[config.mk]
export PLATFORM = sky130hd
export DESIGN_NAME = ifetch
export DESIGN_NICKNAME = d
export VERILOG_FILES = /design/src/rtl/ifetch.sv
export SDC_FILE = /design/constraint.sdc
export NUM_CORES = 1
export LEC_CHECK = 0
export BUFFER_PORTS_ARGS = -buffer_cell sky130_fd_sc_hd__buf_2
export CAP_MARGIN = 10
export CELL_PAD_IN_SITES_DETAIL_PLACEMENT = 1
export CELL_PAD_IN_SITES_GLOBAL_PLACEMENT = 2
export CORE_MARGIN = 4
export CORE_UTILIZATION = 29
export CTS_BUF_LIST = sky130_fd_sc_hd__clkbuf_4 sky130_fd_sc_hd__clkbuf_8
export DETAILED_ROUTE_END_ITERATION = 10
export PLACE_DENSITY = 0.87
export SYNTH_ARGS = -nofsm -noshare
export SYNTH_HDL_FRONTEND = slang
export SYNTH_SLANG_ARGS = --single-unit
[constraint.sdc]
create_clock -name clk -period 2.6 [get_ports clk]
set_input_delay 0.13 -clock clk [delete_from_list [all_inputs] [get_ports clk]]
set_output_delay 0.13 -clock clk [all_outputs]
set_load 0.02 [all_outputs]
[src/rtl/ifetch.sv]
// ---------------------------------------------------------------------------
// ifetch -- instruction fetch stage
//
// Holds the architectural fetch PC and fetches one word at a time from
// instruction memory over a req/gnt/rvalid handshake. The single-entry
// output buffer presents {pc, instr} to the IF/ID register through a
// valid/ready handshake. Redirects from EX reload the PC. A response that is
// still in flight for a stale PC is dropped when it arrives.
//
// Only one memory request is ever outstanding. With a zero-wait memory the
// sequence REQ -> WAIT -> HOLD gives one instruction every three cycles.
//
// Ports:
//   clk, rst          clock, synchronous active-high reset
//   redirect_i        one-cycle redirect pulse from EX
//   redirect_pc_i     redirect target (bits [1:0] forced to zero)
//   imem_req_o        request to instruction memory
//   imem_addr_o       word-aligned request address (always equals the PC)
//   imem_gnt_i        request accepted this cycle
//   imem_rvalid_i     response data valid
//   imem_rdata_i      response instruction word
//   if_valid_o        presented instruction is valid
//   if_ready_i        IF/ID accepts the presented instruction
//   if_pc_o           PC of the presented instruction
//   if_instr_o        presented instruction
//
// Optional build macro IFETCH_PERF_EN adds two free-running 32-bit counters:
//   perf_fetch_cnt_o  completed IF/ID handshakes
//   perf_kill_cnt_o   dropped responses plus buffers discarded by a redirect
// ---------------------------------------------------------------------------
module ifetch #(
  parameter int unsigned     PC_W     = 32,
  parameter int unsigned     INSTR_W  = 32,
  parameter logic [PC_W-1:0] RESET_PC = PC_W'(32'h0000_0000)
) (
  input  logic               clk,
  input  logic               rst,
  input  logic               redirect_i,
  input  logic [PC_W-1:0]    redirect_pc_i,
  output logic               imem_req_o,
  output logic [PC_W-1:0]    imem_addr_o,
  input  logic               imem_gnt_i,
  input  logic               imem_rvalid_i,
  input  logic [INSTR_W-1:0] imem_rdata_i,
  output logic               if_valid_o,
  input  logic               if_ready_i,
  output logic [PC_W-1:0]    if_pc_o,
  output logic [INSTR_W-1:0] if_instr_o
`ifdef IFETCH_PERF_EN
  ,
  output logic [31:0]        perf_fetch_cnt_o,
  output logic [31:0]        perf_kill_cnt_o
`endif
);

  typedef enum logic [1:0] {
    S_BOOT,
    S_REQ,
    S_WAIT,
    S_HOLD
  } state_e;

  state_e              state_q, state_d;
  logic [PC_W-1:0]     pc_q, pc_d;
  logic [PC_W-1:0]     req_pc_q, req_pc_d;
  logic                kill_q, kill_d;
  logic                req_q, req_d;
  logic                valid_q, valid_d;
  logic [PC_W-1:0]     out_pc_q, out_pc_d;
  logic [INSTR_W-1:0]  out_instr_q, out_instr_d;
  logic [PC_W-1:0]     redirect_tgt;

  // Masking rather than slicing keeps every redirect bit consumed while
  // forcing word alignment.
  assign redirect_tgt = redirect_pc_i & ~(PC_W'(3));

  // Next-state logic. A redirect always wins over the +4 update and over an
  // IF/ID acceptance; the kill flag remembers that the one in-flight
  // response belongs to a PC that is no longer on the architectural path.
  always_comb begin
    state_d     = state_q;
    pc_d        = pc_q;
    req_pc_d    = req_pc_q;
    kill_d      = kill_q;
    valid_d     = valid_q;
    out_pc_d    = out_pc_q;
    out_instr_d = out_instr_q;

    case (state_q)
      S_BOOT: begin
        state_d = S_REQ;
      end

      S_REQ: begin
        if (imem_gnt_i) begin
          req_pc_d = pc_q;
          state_d  = S_WAIT;
        end
        if (redirect_i) begin
          pc_d = redirect_tgt;
          // The granted request was for the old PC.
          if (imem_gnt_i) begin
            kill_d = 1'b1;
          end
        end else if (imem_gnt_i) begin
          pc_d = pc_q + PC_W'(4);
        end
      end

      S_WAIT: begin
        if (redirect_i) begin
          pc_d = redirect_tgt;
          if (imem_rvalid_i) begin
            kill_d  = 1'b0;
            state_d = S_REQ;
          end else begin
            kill_d = 1'b1;
          end
        end else if (imem_rvalid_i) begin
          if (kill_q) begin
            kill_d  = 1'b0;
            state_d = S_REQ;
          end else begin
            out_pc_d    = req_pc_q;
            out_instr_d = imem_rdata_i;
            valid_d     = 1'b1;
            state_d     = S_HOLD;
          end
        end
      end

      S_HOLD: begin
        if (redirect_i) begin
          pc_d    = redirect_tgt;
          valid_d = 1'b0;
          state_d = S_REQ;
        end else if (if_ready_i) begin
          valid_d = 1'b0;
          state_d = S_REQ;
        end
      end

      default: begin
        state_d = S_BOOT;
      end
    endcase
  end

  // The request strobe is registered from the next state so that it is
  // high exactly while the FSM sits in REQ.
  assign req_d = (state_d == S_REQ);

`ifdef IFETCH_PERF_EN
  logic fetch_evt;
  logic kill_evt;

  // A dropped response is either an rvalid arriving with the kill flag set
  // or one arriving in the same cycle as a redirect.
  assign fetch_evt = valid_q & if_ready_i & ~redirect_i;
  assign kill_evt  = ((state_q == S_WAIT) & imem_rvalid_i & (kill_q | redirect_i))
                   | ((state_q == S_HOLD) & redirect_i);
`else
  // No performance counters in this build.
`endif

  // State registers, with reset taking priority over every input.
  always_ff @(posedge clk) begin
    if (rst) begin
      state_q     <= S_BOOT;
      pc_q        <= RESET_PC;
      req_pc_q    <= '0;
      kill_q      <= 1'b0;
      req_q       <= 1'b0;
      valid_q     <= 1'b0;
      out_pc_q    <= '0;
      out_instr_q <= '0;
`ifdef IFETCH_PERF_EN
      perf_fetch_cnt_o <= 32'd0;
      perf_kill_cnt_o  <= 32'd0;
`endif
    end else begin
      state_q     <= state_d;
      pc_q        <= pc_d;
      req_pc_q    <= req_pc_d;
      kill_q      <= kill_d;
      req_q       <= req_d;
      valid_q     <= valid_d;
      out_pc_q    <= out_pc_d;
      out_instr_q <= out_instr_d;
`ifdef IFETCH_PERF_EN
      if (fetch_evt) begin
        perf_fetch_cnt_o <= perf_fetch_cnt_o + 32'd1;
      end
      if (kill_evt) begin
        perf_kill_cnt_o <= perf_kill_cnt_o + 32'd1;
      end
`endif
    end
  end

  assign imem_req_o  = req_q;
  assign imem_addr_o = pc_q;
  assign if_valid_o  = valid_q;
  assign if_pc_o     = out_pc_q;
  assign if_instr_o  = out_instr_q;

endmodule

Word level (Yosys, flattened, before mapping)
Cells that the tools add are included.
{"block": "totals", "register_bits": 133, "input_bits": 70}
{"block": "op_classes", "addsub": 1, "bitwise_logic": 2, "reduce_logical": 10, "mux": 24, "eq_ne": 13}
{"operator": "two-way mux 32 bit", "n": 3}
{"operator": "one-hot mux 32 bit (2 select lines)", "n": 1}
{"operator": "adder 32 x 3 -> 32 bit (second input constant)", "n": 1}
{"operator": "two-way mux 2 bit", "n": 7}
{"operator": "two-way mux 1 bit", "n": 10}
{"operator": "!= test 2 bit (second input constant)", "n": 5}
{"operator": "!= test 3 bit (second input constant)", "n": 3}
{"operator": "one-hot mux 2 bit (4 select lines)", "n": 1}
{"operator": "AND reduction 4 bit", "n": 2}
{"operator": "nonzero test 2 bit", "n": 3}
{"operator": "AND reduction 5 bit", "n": 1}
{"operator": "== test 2 x 1 -> 1 bit (second input constant)", "n": 2}
{"operator": "== test 2 bit (second input constant)", "n": 2}
{"operator": "one-hot mux 1 bit (2 select lines)", "n": 2}
{"operator": "AND reduction 3 bit", "n": 1}
{"operator": "zero test 2 bit", "n": 1}
{"operator": "!= test 2 x 1 -> 1 bit (second input constant)", "n": 1}
{"operator": "NOT 1 bit", "n": 2}
{"operator": "AND reduction 2 bit", "n": 1}
{"operator": "OR reduction 2 bit", "n": 1}

Longest topological paths before layout
Gate-level depths: netlist (run 1).
{"block": "depth", "ltp_word": 5, "depth_mapped": 8, "ltp_nobuf": 6}

Worst setup path after synthesis (run 1)
OpenSTA, ideal clock, no wires.
{"block": "synth_path", "kind": "reg2reg", "start": "register pc_q[5], in the netlist imem_addr_o[5]", "end": "register pc_q[23], in the netlist imem_addr_o[23]", "path_slack_ns": 0.543, "n_path_buf": 1, "t_arrival_ns": 1.983, "path_stages_with_launch": 7, "synth_period_minus_slack_ns": 2.057, "required_ns": 2.526, "cell_sequence": "dfxtp_1 buf_2 and4_4 nand3_4 or4_4 or4_1 a31oi_1"}
{"block": "synth_between", "elab_chain_cells": 4}
{"item": "start, declared", "line": "64", "rtl": "logic [PC_W-1:0] pc_q, pc_d;"}
{"item": "start signal, assigned", "line": "183", "rtl": "pc_q <= pc_d;"}
{"item": "adder 32 x 3 -> 32 bit", "line": "106", "rtl": "pc_d = pc_q + PC_W'(4);"}
{"item": "two-way mux 32 bit", "line": "105", "rtl": "end else if (imem_gnt_i) begin"}
{"item": "two-way mux 32 bit", "line": "99", "rtl": "if (redirect_i) begin"}
{"item": "one-hot mux 32 bit (2 select lines)", "line": "89", "rtl": "case (state_q)"}
No other way between the ends. The select of a mux whose other input is x is not followed.
A chain may end at the register's enable or synchronous reset.

Worst setup path in the final report (run 1)
{"block": "layout_path", "start": "register pc_q[3], in the netlist imem_addr_o[3]", "end": "register pc_q[16], in the netlist imem_addr_o[16]"}
The elaborated chain is that of the path after synthesis.

==> key figures, run 1 <==
Logic synthesis
  – Main area contributors after synthesis: dfxtp_1 47%, nand2_1 15%, a21oi_1 10%
  – Synth Cell Area: 5370 sq um
  – Synth Area in Adders: 0.00233
  – Count leader, synth: nand2_1
  – Yosys reg bits: 127
  – Combinational family with the most area after synthesis: simple AND/OR/NAND/NOR gates
  – Asr flop ratio synth: 0
  – Yosys warning total: 0
  – Mux cell area share after synthesis: 0.0116
  – Complex-gate fraction of the synthesized area: 0.200
  – Synth Area in XOR/XNOR: 0.00163
  – Syn Inst Count: 698
  – Synthesized area per cell: 7.69 sq um
  – Commonest cells post-synth: 210 x nand2_1, 127 x dfxtp_1, 111 x a21oi_1, 51 x clkbuf_1, 25 x nor2_1
  – Top FF cell, synth: dfxtp_1
  – Post-synth EDFFs: 0
  – Area leader, netlist: dfxtp_1
  – Synth top area share: 0.473
  – Count of cell types in the netlist: 54
  – Seq/Total Area, Yosys: 0.473
  – Simple-gate share of the synthesized area: 0.261

Drt
  – Vias: 5585
  – Drt first pass iters: 4
  – Metal3 WL: 890 microns
  – WL met2: 8.85 mm
  – Top routing layer in use: met4
  – Routed Antenna Nets: 0
  – Detailed Route WL: 19.0 mm
  – DRT iter0 DRCs: 314
  – Residual DRC: 0
  – Vias per inst: 4.96
  – DR WL/cell: 16.8 microns
  – DRT met1 WL: 8.80 mm

Power and ir drop
  – P_leak: 2.84 nW
  – Worst VDD drop: 0.298 mV
  – Power Density: 612 nW/um^2

Floorplan
  – Num rows: 49
  – # IOs: 168
  – Die span in y: 144 microns
  – Die area: 20800 sq um
  – Die Wd: 144 microns
  – Initial Util: 0.297
  – Core box area: 18100 sq um

Worst setup path
  – Worst Path Class, Setup: reg2reg
  – Req. time, crit path: 2930 ps
  – CP startpoint kind: register
  – RR Endpoint: imem_addr_o[16]
  – R2r setup slk: 350 ps
  – R2R cell count: 7
  – Max Fanout on Critical Path: 7
  – CP cell instances: ha_1 -> nand4_1 -> buf_4 -> nor4_1 -> o21ai_0 -> a22oi_1 -> nor2_1
  – Worst R2R Start: imem_addr_o[3]
  – CP peak stage delay: 440 ps
  – Slowest CP cell: dfxtp_1
  – CP Launch Point: imem_addr_o[3]
  – Endpoint class of the critical path: register
  – Critical path arrival: 2580 ps

Run status
  – Status: finished, final reports clean

STA
  – Clk_skew: 10.4 ps
  – Period utilization: 0.867
  – Maximum clock frequency: 0.444 GHz
  – RSZ-0062 raised after global routing: false
  – Sum Neg Setup Slack: 0 ps
  – Slew @ Worst Pin: 792 ps
  – Final hold violations: 0
  – Period minus WS final: 2250 ps
  – Pins Over Slew Limit: 0
  – Setup Viol. Count Final: 0
  – Max-Slew Margin vs Limit: 0.472

GRT
  – Largest net degree at the start of global routing: 72
  – GRT overflow: 0
  – Antenna violations before repair: 0
  – GRT Total Usage: 0.183
  – Number of global-route vias before repair: 5560
  – Global-route wire length before repair: 30.2 mm

Hold path
  – Hold_sp: redirect_pc_i[25]
  – Hold Crit Endpoint: imem_addr_o[25]
  – Hold Path Depth: 3
  – Min-delay worst type: in2reg

CTS
  – Clk buf depth: 2
  – Hold Buf Count CTS: 41
  – CTS buffer count: 17
  – Clock root buffer: clkbuf_8
  – H-tree levels: 4
  – Post-CTS setup buffer count: 0
  – Worst-Skew Late Latency: 440 ps
  – Clock-pin slew reported for the worst setup and hold paths after clock tree synthesis: 80 ps
  – Sink Count: 127
  – TritonCTS clock tree: built
  – Resize count post-CTS: 0

Layout
  – Share of cells above drive strength 1: 0.260
  – Nets: 955
  – Final core occ: 0.402
  – Ant diodes: 0
  – Area grow syn2layout: 35.3%

Run
  – Max_cap viols: 0

Placement
  – Dpl hpwl: 12.9 mm
  – GP Congestion: 0.820
  – PortBufs: 161
==> routing by layer <==
layer	global-route usage	vias to the layer above
li1	-	2793
met1	0.245	2650
met2	0.290	116
met3	0.0450	26
met4	0.0605	0
met5	0	-
==> report_power, final <==
group          leakage [nW]  total [mW]  switching (mW)  internal [mW]
clock                 0.202        1.80           0.828          0.972
sequential             1.03        2.09          0.0849           2.00
combinational          1.61       0.558           0.332          0.225
total                  2.84        4.45            1.24           3.20
==> layout by cell type (no fill, tap or decap), types with 8 or more instances in the layout <==
cell type | Yosys | routed
nor3_1 | 14 | 14
a32oi_1 | 8 | 8
o21ai_0 | 16 | 15
buf_4 | 5 | 20
clkbuf_8 | 0 | 18
nand2_1 | 210 | 210
a21oi_1 | 111 | 111
nor2_1 | 25 | 24
nor4_1 | 8 | 8
buf_2 | 2 | 160
dlygate4sd3_1 | 0 | 41
a211oi_1 | 8 | 8
nand3_1 | 12 | 12
nand4_1 | 13 | 13
dfxtp_1 | 127 | 127
==> area by class of cell <==
| cell class | count | area (sq um) |
|---|---|---|
| clock buffer | 18 | 248 |
| clock inverter | 13 | 165 |
| fill | 2232 | 10800 |
| inverter | 5 | 18.8 |
| multi-input combinational | 509 | 2580 |
| sequential | 127 | 2540 |
| tap | 229 | 287 |
| timing repair buffer | 224 | 1420 |
==> worst max path at each step <==
| stage | to | slack (ps) | cells after the start |
|---|---|---|---|
| floorplan | imem_addr_o[23] | 540 | 6 |
| global placement | imem_addr_o[16] | 450 | 7 |
| detailed placement | imem_addr_o[16] | 400 | 7 |
| CTS | imem_addr_o[16] | 370 | 7 |
| global route | imem_addr_o[16] | 80 | 7 |
| finish | imem_addr_o[16] | 350 | 7 |
==> logic make-up after synthesis <==
group	count (synthesis)
and+or+nand+nor	315
AOI/OAI and AO/OA	182
DFF	127
buffers and inverters	65
muxes	6
adders and majority gates	1
other	1
xor gates and xnor gates	1
==> sequential cells by signal, summed over array words and instances, names as in the netlist <==
signal / flops
if_instr_o: 32
if_pc_o: 30
if_valid_o: 1
imem_addr_o: 30
imem_req_o: 1
kill_q: 1
req_pc_q: 30
state_q: 2
==> worst max-delay path: cells and delay by family (launching register included) <==
kind | cells | cell delay [ps]
adders and majority gates | 1 | 260
buffers and inverters | 1 | 310
and+or+nand+nor | 3 | 790
AOI/OAI and AO/OA | 2 | 340
DFF | 1 | 440
==> stage by stage <==
step	hold slack [ps]	cells	cell area [sq um]	total power, mW	setup slack, ps
2_1_floorplan	227	701	5380	2.42	543
3_3_place_gp	371	1053	6440	2.63	451
3_5_place_dp	378	1053	6440	2.64	396
4_1_cts	2.78	1125	7270	4.52	366
5_1_grt	20.4	1125	7270	4.65	79.6
6_report	29.9	1125	7270	4.45	346
(Power assumes the default switching activity.)
==> run 2, diff against run 1 <==
==> constraint.sdc (replaced) <==
create_clock -name clk -period 2.6 [get_ports clk]
set_input_delay 0.78 -clock clk [delete_from_list [all_inputs] [get_ports clk]]
set_output_delay 0.78 -clock clk [all_outputs]
set_load 0.02 [all_outputs]
==> run 2 against run 1 <==
Effect of this change: hold slack improved by 420 ps; fmax increased by 7.0%; total power decreased by 3.6%; die area unchanged; register-to-register slack improved by 150 ps; critical endpoint is now imem_addr_o[20]; largest power group unchanged.
==> key figures, run 2 (synthesized netlist as in run 1, its figures left out) <==
Run status
  – Status: finished, final reports clean (unchanged)

Worst setup path
  – CP peak stage delay: 540 ps (was 440 ps)
  – CP cell instances: or2_2 -> o21ai_1 -> nor4_2 -> xnor2_1 -> a211oi_1 (was ha_1 -> nand4_1 -> buf_4 -> nor4_1 -> o21ai_0 -> a22oi_1 -> nor2_1)
  – R2R cell count: 5 (was 7)
  – Worst Path Class, Setup: reg2reg (unchanged)
  – Max Fanout on Critical Path: 13 (was 7)
  – Buf/Inv on CP: 0 (was 1)
  – Slowest CP cell: dfxtp_1 (unchanged)
  – Req. time, crit path: 2950 ps (was 2930 ps)
  – Critical path arrival: 2450 ps (was 2580 ps)
  – Worst path depth: 5 (was 7)
  – CP startpoint kind: register (unchanged)
  – Endpoint class of the critical path: register (unchanged)
  – CP top delay family: simple AND/OR/NAND/NOR gates (unchanged)

GRT
  – Number of global-route vias before repair: 5294 (was 5560)
  – GRT Total Usage: 0.174 (was 0.183)
  – GRT overflow: 0 (unchanged)
  – Global-route wire length before repair: 28.7 mm (was 30.2 mm)
  – Largest net degree at the start of global routing: 68 (was 72)
  – Antenna violations before repair: 0 (unchanged)

STA
  – Worst hold slack: 452 ps (was 29.9 ps)
  – Final hold violations: 0 (unchanged)
  – RSZ-0062 raised after global routing: false (unchanged)
  – Setup Viol. Count Final: 0 (unchanged)
  – Sum Neg Setup Slack: 0 ps (unchanged)
  – Maximum clock frequency: 0.475 GHz (was 0.444 GHz)
  – Max-Slew Margin vs Limit: 0.536 (was 0.472)
  – Period minus WS final: 2110 ps (was 2250 ps)
  – Clk_skew: 9.41 ps (was 10.4 ps)
  – Period utilization: 0.810 (was 0.867)
  – Pins Over Slew Limit: 0 (unchanged)
  – Slew @ Worst Pin: 696 ps (was 792 ps)

Drt
  – Detailed Route WL: 18.2 mm (was 19.0 mm)
  – DRT iter0 DRCs: 330 (was 314)
  – Vias per inst: 5.00 (was 4.96)
  – Vias: 5458 (was 5585)
  – Routed Antenna Nets: 0 (unchanged)
  – Drt first pass iters: 4 (unchanged)
  – Residual DRC: 0 (unchanged)
  – DR WL/cell: 16.6 microns (was 16.8 microns)

Floorplan
  – Die Wd: 144 microns (unchanged)
  – Initial Util: 0.297 (unchanged)
  – Die span in y: 144 microns (unchanged)
  – Die area: 20800 sq um (unchanged)
  – Core box area: 18100 sq um (unchanged)
  – # IOs: 168 (unchanged)
  – Num rows: 49 (unchanged)

Run
  – Max_cap viols: 0 (unchanged)

CTS
  – Resize count post-CTS: 0 (unchanged)
  – Clk buf depth: 2 (unchanged)
  – H-tree levels: 4 (unchanged)
  – Hold Buf Count CTS: 0 (was 41)
  – Clock-pin slew reported for the worst setup and hold paths after clock tree synthesis: 70 ps (was 80 ps)
  – Sink Count: 127 (unchanged)
  – Worst-Skew Late Latency: 440 ps (about the same)
  – Post-CTS setup buffer count: 0 (unchanged)
  – TritonCTS clock tree: built (unchanged)
  – Clock root buffer: clkbuf_8 (unchanged)
  – CTS buffer count: 17 (unchanged)

Layout
  – Design area: 6890 sq um (was 7270 sq um)
  – Commonest non-fill, non-tap cell in the layout: nand2_1 (unchanged)
  – Ant diodes: 0 (unchanged)
  – Share of cells above drive strength 1: 0.278 (was 0.260)
  – Nets: 921 (was 955)
  – Area grow syn2layout: 28.2% (was 35.3%)
  – Number of flip-flops in the largest register: 32 (unchanged)
  – Final core occ: 0.381 (was 0.402)
  – Commonest non-fill, non-tap cells in the layout: 210 x nand2_1, 160 x buf_2, 127 x dfxtp_1 (unchanged)

Hold path
  – Min-delay worst type: reg2reg (was in2reg)
  – Hold Path Depth: 2 (was 3)

Placement
  – GP Congestion: 0.811 (was 0.820)
  – Placed instance area: 6510 sq um (was 6440 sq um)
  – PortBufs: 161 (unchanged)
  – Dpl hpwl: 12.9 mm (about the same)

Power and ir drop
  – Worst VDD drop: 0.293 mV (was 0.298 mV)
  – P_leak: 2.70 nW (was 2.84 nW)
  – Power Density: 622 nW/um^2 (was 612 nW/um^2)
run 2: routing by layer:
layer,GRT usage,wire length [microns]
met2,0.275,8440
met3,0.0420,878
met1,0.235,8570
met4,0.0530,275
met5,0,0
run 2: tightest hold or removal path: cells and delay by family (launching register included):
kind	cells	cell delay, ps
DFF	1	310
and+or+nand+nor	1	50
AOI/OAI and AO/OA	1	50
run 2: final cells by class:
class                   instances  area [sq um]
fillers                      2259         11200
flip-flops and latches        127          2540
inverters                       5          18.8
clock inverters                11           116
multi-input cells             509          2580
well taps                     229           287
clock buffers                  20           263
repair buffers                190          1080
run 2: metrics by stage:
stage,cells,setup WS (ps),total power [mW]
after floorplan,701,543,2.42
after global placement,1060,234,2.65
after detailed placement,1060,222,2.66
after CTS,1091,485,4.34
after global routing,1091,211,4.50
final,1091,494,4.28
run 2: final timing paths:
| path | to | slack, ps | startpoint |
|---|---|---|---|
| worst min register to register | if_pc_o[21] | 450 | req_pc_q[21] |
| worst min-delay path | if_pc_o[21] | 450 | req_pc_q[21] |
| worst max register to register | imem_addr_o[20] | 490 | state_q[1] |
| worst max-delay path | imem_addr_o[20] | 490 | state_q[1] |
run 2: where the power goes:
group | internal, mW | switching (mW)
Sequential | 2.00 | 0.0797
Clock | 0.885 | 0.787
Combinational | 0.198 | 0.331
Total | 3.09 | 1.20
==> run 3, diff against run 2 <==
--- a/config.mk
+++ b/config.mk
@@ -10,10 +10,10 @@
 export CELL_PAD_IN_SITES_DETAIL_PLACEMENT = 1
 export CELL_PAD_IN_SITES_GLOBAL_PLACEMENT = 2
 export CORE_MARGIN = 4
-export CORE_UTILIZATION = 29
+export CORE_UTILIZATION = 26
 export CTS_BUF_LIST = sky130_fd_sc_hd__clkbuf_4 sky130_fd_sc_hd__clkbuf_8
 export DETAILED_ROUTE_END_ITERATION = 10
-export PLACE_DENSITY = 0.87
+export PLACE_DENSITY = 0.82
 export SYNTH_ARGS = -nofsm -noshare
 export SYNTH_HDL_FRONTEND = slang
 export SYNTH_SLANG_ARGS = --single-unit
==> constraint.sdc (replaced) <==
create_clock -name clk -period 1.8 [get_ports clk]
set_input_delay 0.54 -clock clk [delete_from_list [all_inputs] [get_ports clk]]
set_output_delay 0.54 -clock clk [all_outputs]
set_load 0.02 [all_outputs]
==> run 3 against run 2 <==
Effect of this change: the flow now finishes with violations (negative setup slack); setup slack worse by 540 ps; wire length grew 12%; final cell count is 9.3% higher; sequential cell count did not move; first-iteration DRC count rose by 2.4%; sequential power grew 43%; via count is 5.0% higher; clock-buffer cell count increased by 4; clock skew grew 2.2 ps; sequential share of layout area is 3.0 points lower; fmax grew 14%; register-to-register slack worse by 540 ps; highest routed layer unchanged.
==> key figures, run 3 (synthesized netlist as in run 1, its figures left out) <==
Worst setup path
  – Crit-path most repeated cell: or4_4
  – Max Fanout on Critical Path: 3 (was 13)
  – Endpoint class of the critical path: register (unchanged)
  – CP startpoint kind: register (unchanged)
  – Critical path arrival: 2210 ps (was 2450 ps)
  – CP cell instances: and4_4 -> nand2_2 -> or4_4 -> or4_4 -> a31oi_1 (was or2_2 -> o21ai_1 -> nor4_2 -> xnor2_1 -> a211oi_1)
  – CP peak stage delay: 530 ps (was 540 ps)
  – Worst Path Class, Setup: reg2reg (unchanged)
  – CP top delay family: simple AND/OR/NAND/NOR gates (unchanged)
  – Req. time, crit path: 2170 ps (was 2950 ps)
  – Buf/Inv on CP: 0 (unchanged)
  – Slowest CP cell: or4_4 (was dfxtp_1)

Drt
  – Residual DRC: 0 (unchanged)
  – Drt first pass iters: 5 (was 4)
  – Detailed Route WL: 20.4 mm (was 18.2 mm)
  – DR WL/cell: 17.1 microns (was 16.6 microns)
  – Vias per inst: 4.81 (was 5.00)
  – Routed Antenna Nets: 0 (unchanged)
  – DRT iter0 DRCs: 338 (was 330)
  – Vias: 5733 (was 5458)

Floorplan
  – Initial Util: 0.265 (was 0.297)
  – Num rows: 52 (was 49)
  – Die span in y: 152 microns (was 144 microns)
  – # IOs: 168 (unchanged)
  – Core box area: 20300 sq um (was 18100 sq um)
  – Die Wd: 152 microns (was 144 microns)
  – Die area: 23000 sq um (was 20800 sq um)

Placement
  – GP Congestion: 0.839 (was 0.811)
  – PortBufs: 161 (unchanged)
  – Placed Cells: 1159 (was 1060)
  – Dpl hpwl: 14.3 mm (was 12.9 mm)
  – Placed instance area: 7040 sq um (was 6510 sq um)

STA
  – Clk_skew: 11.6 ps (was 9.41 ps)
  – RSZ-0062 raised after global routing: true (was false)
  – Setup Viol. Count Final: 1 (was 0)
  – Maximum clock frequency: 0.541 GHz (was 0.475 GHz)
  – Setup ws final: -48.1 ps (was 494 ps)
  – Final hold violations: 0 (unchanged)
  – Sum Neg Setup Slack: -48.1 ps (was 0 ps)
  – Period minus WS final: 1850 ps (was 2110 ps)
  – Period utilization: 1.03 (was 0.810)
  – Pins Over Slew Limit: 0 (unchanged)

GRT
  – GRT overflow: 0 (unchanged)
  – Met1 Use GR: 0.231 (was 0.235)
  – Global-route wire length before repair: 30.7 mm (was 28.7 mm)
  – Met3 usage: 0.0354 (was 0.0420)
  – Antenna violations before repair: 0 (unchanged)
  – Met2 usage: 0.275 (about the same)
  – GRT Total Usage: 0.171 (was 0.174)
  – Grt peak-use layer: met2 (unchanged)
  – Number of global-route vias before repair: 5676 (was 5294)
  – Largest net degree at the start of global routing: 64 (was 68)

CTS
  – Clock root buffer: clkbuf_8 (unchanged)
  – Clock-pin slew reported for the worst setup and hold paths after clock tree synthesis: 70 ps (about the same)
  – CTS buffer count: 17 (unchanged)
  – Worst-Skew Late Latency: 450 ps (was 440 ps)
  – Hold Buf Count CTS: 0 (unchanged)
  – Sink Count: 127 (unchanged)
  – H-tree levels: 4 (unchanged)
  – Clk buf depth: 2 (unchanged)
  – TritonCTS clock tree: built (unchanged)

Layout
  – Commonest non-fill, non-tap cell in the layout: nand2_1 (unchanged)
  – Final core occ: 0.375 (was 0.381)
  – Finished Layout Cells: 1192 (was 1091)
  – Area grow syn2layout: 41.7% (was 28.2%)
  – Nets: 983 (was 921)
  – Number of flip-flops in the largest register: 32 (unchanged)
  – Commonest non-fill, non-tap cells in the layout: 210 x nand2_1, 158 x buf_2, 111 x a21oi_1 (was 210 x nand2_1, 160 x buf_2, 127 x dfxtp_1)
  – Design area: 7610 sq um (was 6890 sq um)
  – Ant diodes: 0 (unchanged)
  – Share of cells above drive strength 1: 0.358 (was 0.278)

Power and ir drop
  – P_leak: 3.09 nW (was 2.70 nW)
  – Pwr Total: 6.63 mW (was 4.28 mW)
  – Worst VDD drop: 0.341 mV (was 0.293 mV)
  – Power Density: 871 nW/um^2 (was 622 nW/um^2)

Run
  – Max_cap viols: 0 (unchanged)

Hold path
  – Min-delay worst type: in2reg (was reg2reg)

Run status
  – Status: finished with violations (was finished, final reports clean)
  – Violated checks: negative setup slack
[run 3: changes by cell type in the layout (fill, tap and decap cells not counted), sizes merged]
cell / change
clkinvlp: -2
buf: +61
clkbuf: +5
clkinv: -4
bufinv: +1
inv: -1
[run 3: layout make-up]
cell class | count | area [sq um]
clock buffer | 24 | 324
multi-input combinational | 509 | 2650
timing repair buffer | 252 | 1600
sequential | 127 | 2580
fill | 2530 | 12700
inverter | 5 | 18.8
tap | 270 | 338
clock inverter | 5 | 103
[run 3: report_power, final]
part	internal (mW)	switching [mW]	total (mW)
clock	1.58	1.11	2.70
sequential	2.90	0.0690	2.97
combinational	0.386	0.578	0.964
[run 3: per-stage QoR]
stage | hold slack [ps] | setup slack [ps]
6_report | 327 | -48.1
5_1_grt | 297 | -99.1
4_1_cts | 286 | -46.8
3_5_place_dp | 444 | -150
3_3_place_gp | 439 | -136
2_1_floorplan | 432 | -87.7
[run 3: worst min-delay path, stage by stage]
cell	delay, ps
buf_2	100
nand2_1	40
a21oi_1	50
[run 3: timing repair]
item / CTS / global route
gates cloned: 0 / 1
setup endpoints to repair: 5 / 85
setup buffers: 0 / 3
resized for setup: 4 / 24
pin swaps: 2 / 5
[run 3: path summary, 6_finish.rpt]
| check | start | endpoint | slack, ps | cells after the start |
|---|---|---|---|---|
| hold / removal | imem_rdata_i[21] | if_instr_o[21] | 330 | 3 |
| setup reg to reg | imem_addr_o[20] | imem_addr_o[23] | -50 | 5 |
| setup / recovery | imem_addr_o[20] | imem_addr_o[23] | -50 | 5 |
| hold reg to reg | if_pc_o[20] | if_pc_o[20] | 450 | 2 |
[run 3: per-layer routing]
| metal | wire length, microns | part of all wire | vias up |
|---|---|---|---|
| li1 | - | - | 2839 |
| met2 | 9640 | 0.47 | 143 |
| met4 | 396 | 0.019 | 0 |
| met3 | 894 | 0.044 | 30 |
| met1 | 9470 | 0.46 | 2721 |
| met5 | 0 | 0 | - |
